## src/rtl/usb_ep_pkg.sv

```systemverilog
// Shared definitions for the USB endpoint FIFO bridge: IN-side FSM states,
// USB length field width and the default maximum IN packet size.
package usb_ep_pkg;

    localparam int unsigned USB_LEN_W       = 12;
    localparam int unsigned MAX_PKT_DEFAULT = 64;

    typedef enum logic [0:0] {
        IDLE = 1'b0,
        SEND = 1'b1
    } tx_state_e;

endpackage

```

## src/rtl/usb_sync_fifo.sv

```systemverilog
// Single-clock show-ahead FIFO: rdata always presents the head entry, and
// push/pop are each ignored when they would overflow or underflow.
module usb_sync_fifo #(
    parameter int unsigned DEPTH = 64,
    parameter int unsigned W     = 8
) (
    input  logic                   clk,
    input  logic                   rst,
    input  logic                   push,
    input  logic [W-1:0]           wdata,
    input  logic                   pop,
    output logic [W-1:0]           rdata,
    output logic                   empty,
    output logic [$clog2(DEPTH):0] count
);

    localparam int unsigned AW = $clog2(DEPTH);
    localparam int unsigned CW = AW + 1;

    logic [W-1:0]  mem_q [DEPTH];
    logic [AW-1:0] wr_ptr_q;
    logic [AW-1:0] rd_ptr_q;
    logic [CW-1:0] count_q;
    logic          full;
    logic          do_push;
    logic          do_pop;

    always_comb begin
        full    = (count_q == CW'(DEPTH));
        empty   = (count_q == '0);
        do_push = push && !full;
        do_pop  = pop && !empty;
        rdata   = mem_q[rd_ptr_q];
        count   = count_q;
    end

    // Storage is deliberately left out of reset; only pointers and count clear.
    always_ff @(posedge clk) begin
        if (do_push) begin
            mem_q[wr_ptr_q] <= wdata;
        end
    end

    always_ff @(posedge clk) begin
        if (rst) begin
            wr_ptr_q <= '0;
            rd_ptr_q <= '0;
            count_q  <= '0;
        end else begin
            if (do_push) wr_ptr_q <= wr_ptr_q + AW'(1);
            if (do_pop)  rd_ptr_q <= rd_ptr_q + AW'(1);
            case ({do_push, do_pop})
                2'b10:   count_q <= count_q + CW'(1);
                2'b01:   count_q <= count_q - CW'(1);
                default: count_q <= count_q;
            endcase
        end
    end

endmodule

```

## src/rtl/usb_ep_fifo_bridge.sv

```systemverilog
// Bridges one USB endpoint's IN/OUT byte streams to user valid/ready streams
// through two FIFOs, with an optional internal OUT->IN loopback.
module usb_ep_fifo_bridge
    import usb_ep_pkg::*;
#(
    parameter int unsigned EP_NUM   = 2,
    parameter int unsigned DEPTH    = 64,
    parameter int unsigned MAX_PKT  = MAX_PKT_DEFAULT,
    parameter int unsigned LOOPBACK = 0
) (
    input  logic                 clk,
    input  logic                 rst,
    input  logic [3:0]           endpt,
    input  logic                 txact,
    input  logic                 txpop,
    output logic                 txval,
    output logic                 txcork,
    output logic [7:0]           txdat,
    output logic [USB_LEN_W-1:0] txdat_len,
    input  logic                 rxact,
    input  logic                 rxval,
    output logic                 rxrdy,
    input  logic [7:0]           rxdat,
    input  logic [7:0]           usr_tx_data,
    input  logic                 usr_tx_valid,
    output logic                 usr_tx_ready,
    output logic [7:0]           usr_rx_data,
    output logic                 usr_rx_valid,
    input  logic                 usr_rx_ready
);

    localparam int unsigned CW = $clog2(DEPTH) + 1;
    localparam bit          LB = (LOOPBACK != 0);

    tx_state_e            state_q, state_d;
    logic [USB_LEN_W-1:0] len_q, len_d;
    logic [USB_LEN_W-1:0] sent_q, sent_d;

    logic          sel, tx_more, lb_move;
    logic          txf_push, txf_pop, txf_empty, txf_full;
    logic [7:0]    txf_wdata, txf_rdata;
    logic [CW-1:0] txf_count;
    logic          rxf_push, rxf_pop, rxf_empty, rxf_full;
    logic [7:0]    rxf_rdata;
    logic [CW-1:0] rxf_count;
    logic [31:0]   txf_count_w;

    usb_sync_fifo #(.DEPTH(DEPTH), .W(8)) u_txf (
        .clk(clk), .rst(rst), .push(txf_push), .wdata(txf_wdata), .pop(txf_pop),
        .rdata(txf_rdata), .empty(txf_empty), .count(txf_count)
    );

    usb_sync_fifo #(.DEPTH(DEPTH), .W(8)) u_rxf (
        .clk(clk), .rst(rst), .push(rxf_push), .wdata(rxdat), .pop(rxf_pop),
        .rdata(rxf_rdata), .empty(rxf_empty), .count(rxf_count)
    );

    always_comb begin
        sel      = (endpt == 4'(EP_NUM));
        txf_full = (txf_count == CW'(DEPTH));
        rxf_full = (rxf_count == CW'(DEPTH));
        tx_more  = (state_q == SEND) && (sent_q < len_q);
        lb_move  = LB && !rxf_empty && !txf_full;

        usr_tx_ready = !rst && !LB && !txf_full;
        usr_rx_valid = !rst && !LB && !rxf_empty;
        usr_rx_data  = LB ? '0 : rxf_rdata;
        txval        = !rst && tx_more;
        txcork       = rst || ((state_q == IDLE) && txf_empty);
        txdat        = txf_rdata;
        txdat_len    = len_q;
        rxrdy        = !rst && sel && rxact && !rxf_full;

        txf_push  = LB ? lb_move : (usr_tx_valid && usr_tx_ready);
        txf_wdata = LB ? rxf_rdata : usr_tx_data;
        txf_pop   = tx_more && txpop;
        rxf_push  = rxval && rxrdy;
        rxf_pop   = LB ? lb_move : (usr_rx_valid && usr_rx_ready);
    end

    // Packet length is frozen at IN start; later TXF writes wait for the next packet.
    always_comb begin
        state_d     = state_q;
        len_d       = len_q;
        sent_d      = sent_q;
        txf_count_w = 32'(txf_count);
        case (state_q)
            IDLE: begin
                if (txact && sel) begin
                    state_d = SEND;
                    len_d   = (txf_count_w > MAX_PKT) ? USB_LEN_W'(MAX_PKT)
                                                      : USB_LEN_W'(txf_count_w);
                    sent_d  = '0;
                end
            end
            SEND: begin
                if (txf_pop) sent_d = sent_q + USB_LEN_W'(1);
                if (!txact || !sel) state_d = IDLE;
            end
            default: state_d = IDLE;
        endcase
    end

    always_ff @(posedge clk) begin
        if (rst) begin
            state_q <= IDLE;
            len_q   <= '0;
            sent_q  <= '0;
        end else begin
            state_q <= state_d;
            len_q   <= len_d;
            sent_q  <= sent_d;
        end
    end

endmodule

```

## config.mk

```make
export PLATFORM = sky130hd
export DESIGN_NAME = usb_ep_fifo_bridge
export DESIGN_NICKNAME = d
export VERILOG_FILES = /design/src/rtl/usb_ep_pkg.sv /design/src/rtl/usb_sync_fifo.sv /design/src/rtl/usb_ep_fifo_bridge.sv
export SDC_FILE = /design/constraint.sdc
export NUM_CORES = 1
export LEC_CHECK = 0
export BUFFER_PORTS_ARGS = -buffer_cell sky130_fd_sc_hd__buf_2
export CAP_MARGIN = 20
export CORE_ASPECT_RATIO = 0.7
export CORE_UTILIZATION = 33
export CTS_BUF_LIST = sky130_fd_sc_hd__clkbuf_16
export DETAILED_ROUTE_END_ITERATION = 6
export GPL_ROUTABILITY_DRIVEN = 0
export SETUP_SLACK_MARGIN = 0.05
export SYNTH_ARGS = -nofsm -noshare
export SYNTH_HDL_FRONTEND = slang
export SYNTH_SLANG_ARGS = --single-unit
export TNS_END_PERCENT = 100
```

## constraint.sdc

```tcl
create_clock -name clk -period 4.1 [get_ports clk]
set_input_delay 0.615 -clock clk [delete_from_list [all_inputs] [get_ports clk]]
set_output_delay 0.615 -clock clk [all_outputs]
set_load 0.02 [all_outputs]
```

Yosys cells after proc, flatten, opt, wreduce, memory -nomap -nowiden
Memories as Yosys holds them, arrays and structs flattened. A register that Yosys moved wholly into a read port is not among the register bits. Index checks and enable logic that the tools add are counted.

Div/mod/pow operators: 0. Reduce and logical (&&, ||, !) cells: 32. Multipliers: 0. Shifts and indexed selects: 0. Add/subtract/negate cells: 9. Muxes and demuxes: 17. Order comparisons: 2. Bitwise gates (word level): 1. Equality and inequality tests: 9.

Operator list (count): 7-bit case mux with 2 select lines (2); 6-bit by 1-bit adder with 6-bit output, second input constant (4); 12-bit 2-to-1 mux (2); 6-bit 2-to-1 mux (4); 12-bit case mux with 2 select lines (1); 1-bit logical AND (17); 7-bit by 1-bit adder with 7-bit output, second input constant (2); 7-bit == test, second input constant (2); 7-bit zero test (2); 7-bit by 1-bit subtractor with 7-bit output, second input constant (2); 12-bit by 1-bit adder with 12-bit output, second input constant (1); 12-bit less-than comparator (1); 7-bit > comparator, second input constant (1); 1-bit zero test (7); 7-bit 2-to-1 mux (1); 1-bit 2-to-1 mux (6); 2-bit by 1-bit == test with 1-bit output, second input constant (2); 2-bit == test, second input constant (2); 4-bit by 2-bit == test with 1-bit output, second input constant (1); 2-bit by 1-bit inequality test with 1-bit output, second input constant (2); 2-bit AND reduction (2); 2-bit nonzero test (2); 1-bit logical OR (2); 1-bit case mux with 2 select lines (1); 1-bit NOT (1).

Latch bits: 0. Memory bits (writable): 1024. Output and inout port bits: 33. ROM bits: 0. Memories: 2. Bits of input ports: 28. Register bits after elaboration: 63. Logic and storage cells: 81.

Memory list: u_rxf.mem_q (words 64, bits a word 8, rd ports 1, clocked after memory_dff 1, wr ports 1, RTL line usb_sync_fifo.sv:20) `logic [W-1:0] mem_q [DEPTH];`; u_txf.mem_q (words 64, bits a word 8, rd ports 1, clocked after memory_dff 1, wr ports 1, RTL line usb_sync_fifo.sv:20).

Longest topological paths before layout
Gate-level depths: netlist (run 1).

Depth in word-level cells: 8. Gate-level depth with buffers: 17. Depth with buffers taken out: 16.

Cells and area by module
Synthesis (run 1) repeated with hierarchy kept, for this count alone.

Cell total of the unflattened synthesis: 2303. Area total of the unflattened synthesis: 43649.4 um^2.

Modules (own cells, without submodules): usb_sync_fifo (u_txf) (sequential area each 15875.2 um^2, cells each 1094, instances 1, area each 21294.2 um^2); usb_sync_fifo (u_rxf) (sequential area each 15875.2 um^2, cells each 1069, instances 1, area each 21204.1 um^2); usb_ep_fifo_bridge (sequential area each 400.4 um^2, cells each 140, instances 1, area each 1151.1 um^2).

Worst setup path before layout (run 1)
No wires, ideal clock.

Kind: input to register. Start point: in endpt[0]. End point: reg u_rxf.count_q[6] (netlist: u_rxf.count[6]). Setup time: 0.121 ns. Path slack: 0.311 ns. Path buffers: 1. Stages on the path: 13. Data required time: 3.979 ns. Data arrival time: 3.668 ns. Path through: or4b_4 -> a311oi_2 -> and2_1 -> buf_4 -> inv_2 -> ha_1 -> ha_1 -> nor2b_1 -> o21ai_0 -> a21oi_1 -> nor4_1 -> a311o_1 -> mux2_2.

Word-level cells in the longest chain between the ends: 8. Elaborated cells on any way between the ends: 10. Classes of those cells: eq/ne: 3; mux: 1; reduce/logical: 6.

Ends and longest elaborated chain: start, declared (RTL line usb_ep_fifo_bridge.sv:13) `input logic [3:0] endpt,`; 4-bit by 2-bit == test with 1-bit output (*) (RTL line usb_ep_fifo_bridge.sv:59) `sel = (endpt == 4'(EP_NUM));`; 1-bit logical AND (*) (3 in a row) (RTL line usb_ep_fifo_bridge.sv:72) `rxrdy = !rst && sel && rxact && !rxf_full;`; named net rxrdy (RTL line usb_ep_fifo_bridge.sv:22) `output logic rxrdy,`; 1-bit logical AND (*) (RTL line usb_ep_fifo_bridge.sv:77) `rxf_push = rxval && rxrdy;`; 1-bit logical AND (*) (RTL line usb_sync_fifo.sv:31) `do_push = push && !full;`; 2-bit by 1-bit == test with 1-bit output / 2-bit == test (equally long branches) (RTL line usb_sync_fifo.sv:52) `case ({do_push, do_pop})`; 7-bit case mux with 2 select lines / 2-bit nonzero test (equally long branches); end signal, assigned (RTL line usb_sync_fifo.sv:53) `2'b10: count_q <= count_q + CW'(1);`; end signal, assigned (RTL line usb_sync_fifo.sv:54) `2'b01: count_q <= count_q - CW'(1);`; end signal, assigned (RTL line usb_sync_fifo.sv:55) `default: count_q <= count_q;`; end, declared (RTL line usb_sync_fifo.sv:23) `logic [CW-1:0] count_q;`.

The timed path passes the listed nets; every way through them passes the cells marked *. A chain may end at the register's enable or synchronous reset.

==> metrics.md, run 1 <==
| Metric | Value |
|---|---|
| Number of buffers added on ports | 55 |
| Hold Crit Class | primary input to flop |
| GRT Util Overall | 15.3% |
| Number of remaining DRC errors | 4 |
| Max cap viols | 0 |
| Most numerous cell in the Yosys netlist | edfxtp_1 |
| Fmax achieved | 251 MHz |
| Clock Root Buffer | clkbuf_16 |
| Ys async rst share | 0% |
| R2R depth | 13 |
| WP data required | 3.48 ns |
| Rows | 111 |
| Delay-heaviest family, CP | compound AO/OA/AOI/OAI gates |
| Static Leak | 15.7 nW |
| Setup_tns | 0 ns |
| Worst path max stage delay | 0.62 ns |
| CTS tree | built |
| Routed length per instance | 23.5 um |
| Post-synth cell types | 71 |
| Pint | 0.0182 W |
| Max-slew violation count | 0 |
| Psw | 0.00448 W |
| Fillers | 11800 |
| Synth Cell Area | 0.0435 mm^2 |
| P&R area growth vs syn | 16.4% |
| Synth area leaders | edfxtp_1 71%, mux4_2 12%, dfxtp_1 3.2% |
| Initial Utilization | 33.2% |
| Clock slew at reported path FFs | 0.06 ns |
| Hold Path Origin | rxdat[6] |
| Mean area per synthesized cell | 18.6 um^2 |
| Final setup viols | 0 |
| 1st-pass router iterations | 7 |
| Sw frac | 19.7% |
| Status | finished with violations |
| GRT overflow | 0 |
| Ys Warns | 0 |
| Final std cells w/o fill | 4397 |
| Final hold viol count | 0 |
| Final HPWL DP | 66.5 mm |
| Clock Skews | 0.0411 ns |
| Reg-to-reg setup timing slack | 0.43 ns |
| Core area | 0.131 mm^2 |
| Pin count of the biggest net entering global routing | 65 |
| Post-synth EDFFs | 1024 |
| Placed Area | 0.0467 mm^2 |
| Setup crit start kind | flop |
| Combinational group share of total power | 1.4% |
| Initial antenna violation count | 2 |
| Fin crit period | 3.98 ns |
| Slowest cell on crit path | dfxtp_4 |
| Die H | 306 um |
| I/O pins | 61 |
| Post-layout instance area | 0.0506 mm^2 |
| Most frequent cells after synthesis | 1024 x edfxtp_1, 225 x mux4_2, 189 x nor2_1 |
| Post-route antenna net violation count | 0 |
| CP arrival | 3.37 ns |
| Via density | 5.22 |
| Area share of the largest cell type after synthesis | 70.7% |
| Chip width | 436 um |
| Worst-Margin Slew | 0.957 ns |
| Inserted Clock Buffers | 108 |
| Post-synth top area cell | edfxtp_1 |
| WP buf/inv | 2 |
| Clock power share | 44.8% |
| CP Max Fanout | 20 |
| First-pass GRT wire length | 154 mm |
| CTS H-tree lvls | 3 |
| R2r startpoint | u_rxf.count[2] |
| Pwr dens | 448 mW/mm^2 |
| Vias in the first global route | 23200 |
| Clk buf depth | 3 |
| Die area | 0.133 mm^2 |
| Multi-input gate area | 0.0106 mm^2 |
| RSZ-0062 raised after global routing | no |
| DRT Wirelength | 103 mm |
| Hold endpoint | u_rxf.mem_q[35][6] |
| Vias | 22900 |
| Hold buffers post-CTS | 0 |
| Synth Register Bits | 1094 |
| Reg-to-reg endpoint | u_rxf.count[6] |
| Clk sinks | 1094 |
| Setup crit end kind | primary output |
| Post-Place Setup Slack | 0.251 ns |
| Fin nets | 2600 |
| Sequential area share after synthesis | 74.0% |
| Worst VDD drop | 323 uV |
| Ordered list of cells on the worst path | buf_4, mux4_2, mux2i_1, o22ai_1, o221ai_1, o311ai_0, buf_2 |
| Initial DRC Count | 2713 |
| Kind of critical path | flop to primary output |
| Final period util | 97.1% |
| Placed cell count | 4181 |
| Synth Flop Type | edfxtp_1 |
| Failing checks | design-rule violations |
| Mapped Cells | 2341 |
| Final core occ | 38.7% |
| Slew HR | 36.2% |
| Layout cell share with drive strength beyond 1 | 25.3% |
| Final setup margin | 0.120 ns |
| Worst skew pair latency | 0.69 ns |
| Register area | 0.0322 mm^2 |
| Sequential power share | 53.8% |
| Hold path cells | 1 |
==> metrics by stage <==
stage	total power, W	hold WS [ns]
floorplan	0.0125	0.453
global placement	0.0127	0.467
detailed placement	0.0128	0.464
CTS	0.0229	0.320
global route	0.0233	0.350
finish	0.0227	0.362
==> sequential cells by signal, summed over array words and instances, names as in the netlist, named ones only <==
signal and flops:
u_rxf.mem_q 512, u_txf.mem_q 512, sent_q 12, txdat_len 7, u_rxf.count 7, u_txf.count 7, u_rxf.rd_ptr_q 6, u_rxf.wr_ptr_q 6
u_txf.rd_ptr_q 6, u_txf.wr_ptr_q 6, state_q 1
==> cells in the final DEF (no fill, tap or decap), types with 31 or more instances in the layout <==
| master | count |
|---|---|
| clkbuf_16 | 111 |
| nor2_1 | 189 |
| mux2i_1 | 101 |
| a22oi_1 | 40 |
| nand3_1 | 31 |
| dfxtp_1 | 62 |
| o21ai_0 | 33 |
| a21oi_1 | 44 |
| nor2b_1 | 32 |
| nand2_1 | 94 |
| buf_4 | 158 |
| buf_2 | 55 |
| edfxtp_1 | 1024 |
| mux4_2 | 225 |
| inv_1 | 46 |
==> worst max path at each step <==
stage / cells after the start / to / startpoint / slack (ns)
after floorplan: 13 / u_rxf.count[6] / endpt[0] / 0.31
after global placement: 13 / u_rxf.count[6] / endpt[0] / 0.21
after detailed placement: 13 / u_rxf.count[6] / endpt[0] / 0.25
after CTS: 7 / usr_rx_data[5] / flop / 0.11
after global routing: 7 / usr_rx_data[6] / flop / 0.05
final: 7 / usr_rx_data[6] / flop / 0.12
==> power groups by stage <==
stage          clock, W  sequential, W  combinational (W)
3_3_place_gp          0         0.0124           0.000286
2_1_floorplan         0         0.0125          0.0000743
4_1_cts          0.0103         0.0122           0.000301
5_1_grt          0.0107         0.0122           0.000334
6_report         0.0102         0.0122           0.000309
3_5_place_dp          0         0.0125           0.000302
==> cell families (layout without fill, tap and decap cells) <==
group / Yosys count / after routing / share of synthesized area (%)
buf+inv: 162 / 462 / 1.69
mux: 339 / 339 / 14.3
simple gates: 476 / 476 / 5.35
fa+ha+maj: 21 / 21 / 0.622
compound gates: 225 / 225 / 3.58
flops: 1094 / 1094 / 74.0
other cells: 1 / 6 / 0.00863
xor+xnor: 23 / 23 / 0.463
==> layout make-up <==
class	count	share of cell area, %
Antenna cell	1	0.00494
Clock buffer	111	5.49
Clock inverter	93	1.86
Inverter	27	0.200
Multi-Input combinational cell	1089	21.0
Sequential cell	1094	63.6
Tap cell	1751	4.33
Timing Repair Buffer	231	3.59
==> repair_timing <==
| item | 4_1_cts | 5_1_grt |
|---|---|---|
| endpoints found under the setup margin | 7 | 0 |
| hold endpoints to repair | 0 | 0 |
| resized for setup | 2 | 0 |
| buffers inserted | 6 | 0 |
==> metal layers <==
layer	share of wire (%)	vias to the layer above	global-route usage (%)
li1	-	9868	-
met1	46	12000	23.3
met2	44	908	22.5
met3	8.4	131	3.03
met4	1.8	2	3.75
met5	0.013	-	0
Power figures use the tool's default switching activity.
==> run 2, diff against run 1 <==
- MAX_ROUTING_LAYER: unset -> met4
- SYNTH_HIERARCHICAL: unset -> 1
==> run 2 against run 1 <==
Effect of this change: the flow still finishes with violations (design-rule violations); largest cell class unchanged; combinational power down 4%; fmax up 2.2%; clock skew down 0.011 ns; register-to-register slack is essentially flat; first-iteration DRC count rose by 2.1%; utilization shrank 0.22 points.
==> metrics.md, run 2 <==
| Metric | Value |
|---|---|
| Status | finished with violations |
| Failing checks | design-rule violations |
| Final hold viol count | 0 (unchanged) |
| Ys Warns | 6 (+6) |
| CP arrival | 3.28 ns (-0.09 ns) |
| Worst skew pair latency | 0.71 ns (+0.02 ns) |
| Layout cell share with drive strength beyond 1 | 25.4% (+0.15 points) |
| Worst VDD drop | 350 uV (+8.3%) |
| Sequential area share after synthesis | 73.7% (-0.31 points) |
| Final setup viols | 0 (unchanged) |
| Most frequent cells after synthesis | 1024 x edfxtp_1, 226 x mux4_2, 215 x nor2_1 |
| Fin Hold WS | 0.175 ns (-0.187 ns) |
| Clock Skews | 0.0298 ns (-0.0114 ns) |
| Worst-Margin Slew | 1.10 ns (+0.143 ns) |
| Final setup margin | 0.204 ns (+0.0840 ns) |
| Mux cell area share after synthesis | 14.6% (+0.24 points) |
| Mean area per synthesized cell | 19.0 um^2 (+2.1%) |
| 1st-pass router iterations | 7 (unchanged) |
| Largest regs | u_rxf/mem_q x512, u_txf/mem_q x512, sent_q x12 |
| Pwr dens | 438 mW/mm^2 (-2.3%) |
| M1 WL | 48.5 mm (+2.7%) |
| Synth Register Bits | 1094 (unchanged) |
| Vias in the first global route | 22700 (-2.0%) |
| Synth area leaders | edfxtp_1 70%, mux4_2 12%, dfxtp_1 3.2% |
| Clock slew at reported path FFs | 0.06 ns (about the same) |
| CTS tree | built |
| Setup crit end kind | primary output |
| GRT Util Overall | 16.0% (+0.71 points) |
| Final period util | 95.0% (-2.0 points) |
| Initial antenna violation count | 1 (-1) |
| Setup_tns | 0 ns (unchanged) |
| Fmax achieved | 257 MHz (+2.2%) |
| Fin nets | 2574 (-1.0%) |
| P&R area growth vs syn | 15.5% |
| Area share of the largest cell type after synthesis | 70.4% (-0.29 points) |
| Hold Path Origin | txact |
| CP Max Fanout | 26 (+30%) |
| Metal2 WL | 46.0 mm (+1.2%) |
| Die H | 306 um (+0.21%) |
| Number of buffers added on ports | 55 (unchanged) |
| Rows | 111 (unchanged) |
| Commonest non-fill, non-tap cell in the layout | edfxtp_1 |
| Compound-Gate Fraction of Synth Area | 3.13% (-0.45 points) |
| Initial Utilization | 33.3% (+0.067 points) |
| Clk buf depth | 3 (unchanged) |
| Post-synth EDFFs | 1024 (unchanged) |
| Number of remaining DRC errors | 6 (+2) |
| Placed cell count | 4152 (-0.69%) |
| Static Leak | 15.7 nW (about the same) |
| Post-route antenna net violation count | 0 (unchanged) |
| Mapped Cells | 2303 (-1.6%) |
| Clock Root Buffer | clkbuf_16 |
| Synth Flop Type | edfxtp_1 |
| Routed length per instance | 24.1 um (+2.8%) |
| Post-Place Setup Slack | 0.371 ns (+0.120 ns) |
| First-pass GRT wire length | 155 mm (+1.0%) |
| Hold Crit Class | primary input to flop |
| Most frequent cells in the layout | 1024 x edfxtp_1, 226 x mux4_2, 215 x nor2_1 |
| Largest family of logic cells by synthesized area | multiplexers |
| Chip width | 437 um (+0.21%) |
| Final core occ | 38.5% (-0.22 points) |
| Vias | 23100 (+0.75%) |
| R2R depth | 15 (+2) |
| CTS H-tree lvls | 3 (unchanged) |
| Ys async rst share | 0% (unchanged) |
| WP data required | 3.48 ns (about the same) |
| Hold path cells | 2 (+1) |
| Final std cells w/o fill | 4366 (-0.71%) |
| Clk sinks | 1094 (unchanged) |
| Kind of critical path | flop to primary output |
| Max cap viols | 0 (unchanged) |
| Adder-Cell Fraction of Synth Area | 0.487% (-0.13 points) |
| Met3 WL | 9.12 mm (+5.1%) |
| Hold buffers post-CTS | 0 (unchanged) |
| DRT Wirelength | 105 mm (+2.1%) |
| Most numerous cell in the Yosys netlist | edfxtp_1 |
| Pin count of the biggest net entering global routing | 65 (unchanged) |
| Synth Cell Area | 0.0436 mm^2 (+0.41%) |
| Reg-to-reg endpoint | u_txf/count[4] |
| Hold endpoint | state_q |
| Simple-Gate Fraction of Synth Area | 5.55% (+0.19 points) |
| Post-Synth XOR/XNOR Area | 0.562% (+0.098 points) |
| I/O pins | 61 (unchanged) |
| Max-slew violation count | 0 (unchanged) |
| Setup crit start kind | flop |
| Top sig layer | met4 |
| Post-synth cell types | 76 (+7.0%) |
| Die area | 0.134 mm^2 (+0.41%) |
| Fillers | 11800 (+0.27%) |
| Fin crit period | 3.90 ns (-0.0840 ns) |
| Initial DRC Count | 2769 (+2.1%) |
| Final HPWL DP | 67.1 mm (+0.85%) |
| Slew HR | 26.7% (-9.5 points) |
| Post-synth top area cell | edfxtp_1 |
| Core area | 0.131 mm^2 (+0.21%) |
| R2r startpoint | sent_q[2] |
| Via density | 5.29 (+1.5%) |
| GRT overflow | 0 (unchanged) |
| Inserted Clock Buffers | 104 (-3.7%) |
| RSZ-0062 raised after global routing | yes |
| Reg-to-reg setup timing slack | 0.43 ns (about the same) |
## run 2: cell count changes in the layout (fill, tap and decap cells not counted), moves of 11 or more
| cell | before | now |
|---|---|---|
| nor2_1 | 189 | 215 |
| buf_4 | 158 | 170 |
| mux4_1 | 0 | 11 |
| nand2_1 | 94 | 63 |
| mux2i_1 | 101 | 82 |
| a22oi_1 | 40 | 27 |
## run 2: how the worst max path moves through the flow
stage                           endpoint  slack [ns]  depth (start not counted)
after floorplan           u_rxf/count[4]        0.11                         16
after global placement    u_rxf/count[4]        0.38                         16
after detailed placement  u_rxf/count[4]        0.37                         16
after CTS                       txdat[4]        0.06                          5
after global routing      u_txf/count[4]        0.04                         16
final                           txdat[1]        0.20                          7
## run 2: logic make-up after synthesis
group / Yosys count
xor gates and xnor gates: 28
buffers and inverters: 148
other: 1
adders and majority gates: 17
DFF: 1094
muxes: 333
AOI/OAI and AO/OA: 194
and+or+nand+nor: 488
## run 2: timing repair
item,in CTS,in global routing
gates resized for setup,3,4
setup buffers,8,11
gates cloned,1,0
endpoints found under the setup margin,16,10
## run 2: power breakdown
group | total [W] | internal (W) | switching [W] | leakage (nW)
Clock | 0.00957 | 0.00545 | 0.00413 | 1.74
Combinational | 0.000296 | 0.0000497 | 0.000246 | 4.14
Sequential | 0.0122 | 0.0122 | 0.00000862 | 9.77
Total | 0.0221 | 0.0177 | 0.00438 | 15.7
## run 2: final cells by class
cell class | count | area, um^2 | area share (%)
clock buffers | 106 | 2650 | 5.26
inverters | 19 | 71.3 | 0.141
flip-flops and latches | 1094 | 32200 | 63.8
multi-input cells | 1065 | 10600 | 21.1
clock inverters | 85 | 742 | 1.47
well taps | 1751 | 2190 | 4.34
diodes | 1 | 2.50 | 0.00496
repair buffers | 245 | 1960 | 3.88
## run 2: per-stage QoR
stage | total power, W | instance area [um^2]
2_1_floorplan | 0.0125 | 43700
3_3_place_gp | 0.0127 | 46700
3_5_place_dp | 0.0127 | 46700
4_1_cts | 0.0223 | 50300
5_1_grt | 0.0227 | 50400
6_report | 0.0221 | 50400
## run 2: layer usage
metal	track usage, %	vias to the layer above
met1	24.1	12200
li1	-	9800
met5	-	-
met2	22.3	1009
met3	3.19	132
met4	3.43	0
## run 2: worst max-delay path, cell delays in order (launching register included)
cell      delay [ns]
dfxtp_4         0.56
buf_16          0.28
mux4_2          0.59
mux2_2          0.30
a211oi_1        0.39
buf_4           0.20
nor4_1          0.06
buf_2           0.20
==> run 3, diff against run 2 <==
- CTS_BUF_LIST: sky130_fd_sc_hd__clkbuf_16 -> unset
- GPL_ROUTABILITY_DRIVEN: 0 -> unset
==> run 3 against run 2 <==
Effect of this change: the flow still finishes with violations (design-rule violations); clock power increased by 0.8%; routed wire length about the same; sequential share of layout area about the same; final cell count unchanged; fmax about the same; combinational power about the same; sequential power about the same; via count about the same; non-clock buffer count unchanged; setup slack got worse by 0.0019 ns; critical path type unchanged; largest cell class unchanged; highest routed layer unchanged.
==> metrics.md, run 3 (synthesis gave the netlist of run 2 again) <==
| Metric | Value |
|---|---|
| Status | finished with violations |
| Failing checks | design-rule violations |
| Max cap viols | 0 (unchanged) |
| CTS tree | built |
| Clk sinks | 1094 (unchanged) |
| Initial DRC Count | 2644 (-4.5%) |
| CP arrival | 3.28 ns (about the same) |
| Sw frac | 19.8% (-0.037 points) |
| Fin crit period | 3.90 ns (+0.00188 ns) |
| Pin count of the biggest net entering global routing | 65 (unchanged) |
| Clk buf depth | 3 (unchanged) |
| GRT Util Overall | 16.0% (about the same) |
| Final core occ | 38.5% (about the same) |
| Kind of critical path | flop to primary output |
| Pint | 0.0178 W (+0.38%) |
| Grt peak-use layer | met1 |
| Initial antenna violation count | 1 (unchanged) |
| DRT Wirelength | 105 mm (about the same) |
| M1 GR Usage | 24.1% (about the same) |
| Hold Crit Class | primary input to flop |
| Number of buffers added on ports | 55 (unchanged) |
| Pwr dens | 439 mW/mm^2 (+0.31%) |
| Clock power share | 43.6% (+0.2 points) |
| Hold buffers post-CTS | 0 (unchanged) |
| Die area | 0.134 mm^2 (unchanged) |
| Vias in the first global route | 22700 (+0.013%) |
| Psw | 0.00439 W (+0.15%) |
| Commonest non-fill, non-tap cell in the layout | edfxtp_1 |
| Setup crit end kind | primary output |
| Delay-heaviest family, CP | multiplexers |
| Routed length per instance | 24.1 um (about the same) |
| GRT overflow | 0 (unchanged) |
| Clock Skews | 0.0324 ns (+0.00260 ns) |
| Placed Area | 0.0467 mm^2 (unchanged) |
| Worst VDD drop | 351 uV (+0.30%) |
| First-pass GRT wire length | 155 mm (about the same) |
| Final hold viol count | 0 (unchanged) |
| CTS H-tree lvls | 3 (unchanged) |
| Combinational group share of total power | 1.3% (about the same) |
| Post-route antenna net violation count | 0 (unchanged) |
| Clock slew at reported path FFs | 0.06 ns (about the same) |
| Vias | 23100 (+0.065%) |
| 1st-pass router iterations | 7 (unchanged) |
| Number of remaining DRC errors | 6 (unchanged) |
| Most frequent cells in the layout | 1024 x edfxtp_1, 226 x mux4_2, 215 x nor2_1 |
| Ordered list of cells on the worst path | buf_16, mux4_2, mux2_2, a211oi_1, buf_4, nor4_1, buf_2 |
| Met2 Track Usage GR | 22.3% (unchanged) |
| Initial Utilization | 33.3% (unchanged) |
| Chip width | 437 um (unchanged) |
| WP data required | 3.48 ns (about the same) |
| Worst path max stage delay | 0.60 ns (about the same) |
| Fin nets | 2574 (unchanged) |
| Setup_tns | 0 ns (unchanged) |
| Worst-Margin Slew | 1.08 ns (-0.0225 ns) |
| Gp weighted congestion | 0.842 |
| RSZ-0062 raised after global routing | yes |
| Sequential power share | 55.1% (-0.2 points) |
| Final HPWL DP | 67.1 mm (unchanged) |
| P&R area growth vs syn | 15.6% (about the same) |
| Slew HR | 27.9% (+1.2 points) |
| CP Max Fanout | 26 (unchanged) |
| Final setup viols | 0 (unchanged) |
| Largest regs | u_rxf/mem_q x512, u_txf/mem_q x512, sent_q x12 |
| Layout cell share with drive strength beyond 1 | 25.5% (+0.038 points) |
| Static Leak | 15.6 nW (-0.47%) |
| Clock Root Buffer | clkbuf_16 |
| Rows | 111 (unchanged) |
| Via density | 5.30 (about the same) |
| Slowest cell on crit path | mux4_2 |
| Met3 usage | 3.19% (unchanged) |
| Core area | 0.131 mm^2 (unchanged) |
| WP buf/inv | 3 (unchanged) |
| I/O pins | 61 (unchanged) |
| Max-slew violation count | 0 (unchanged) |
| Setup crit start kind | flop |
| Inserted Clock Buffers | 104 (unchanged) |
| Die H | 306 um (unchanged) |
| Worst skew pair latency | 0.71 ns (about the same) |
| Post-layout instance area | 0.0504 mm^2 (about the same) |
| Final period util | 95.1% (about the same) |
| Fmax achieved | 257 MHz (about the same) |
## run 3: area by class of cell
| cell class | count | area [um^2] |
|---|---|---|
| flip-flops and latches | 1094 | 32200 |
| multi-input cells | 1065 | 10600 |
| clock buffers | 126 | 2740 |
| fillers | 11800 | 80700 |
| repair buffers | 245 | 1960 |
| clock inverters | 65 | 667 |
| well taps | 1751 | 2190 |
| inverters | 19 | 71.3 |
| diodes | 1 | 2.50 |
## run 3: per-stage QoR
step                hold WS (ns)  setup slack [ns]  std cells  power, W
floorplan                  0.431             0.110       2307    0.0125
global placement           0.445             0.385       4152    0.0127
detailed placement         0.449             0.371       4152    0.0127
CTS                        0.104            0.0595       4352    0.0224
global route               0.140            0.0384       4365    0.0228
finish                     0.172             0.202       4366    0.0222
## run 3: final timing paths
kind              from        endpoint  slack (ns)  depth (start not counted)
max               flop        txdat[1]        0.20                          7
max reg2reg  sent_q[2]  u_txf/count[4]        0.42                         15
min reg2reg  sent_q[9]       sent_q[9]        0.46                          1
min              txact         state_q        0.17                          2
## run 3: routing by layer
layer	part of all wire [%]	routed length [um]
met4	1.7	1830
met2	44	45900
met3	8.9	9340
met1	46	48300
met5	0	0
## run 3: power groups by stage
stage               sequential, W  combinational, W  clock [W]
floorplan                  0.0124         0.0000599          0
global placement           0.0124          0.000284          0
detailed placement         0.0124          0.000299          0
CTS                        0.0122          0.000298    0.00986
global route               0.0122          0.000320     0.0103
finish                     0.0122          0.000296    0.00965
## run 3: repair_timing
item	4_1_cts	5_1_grt
setup endpoints to repair	16	10
gates resized for setup	3	4
setup buffers	8	11
hold endpoints to repair	0	0
gates cloned	1	0
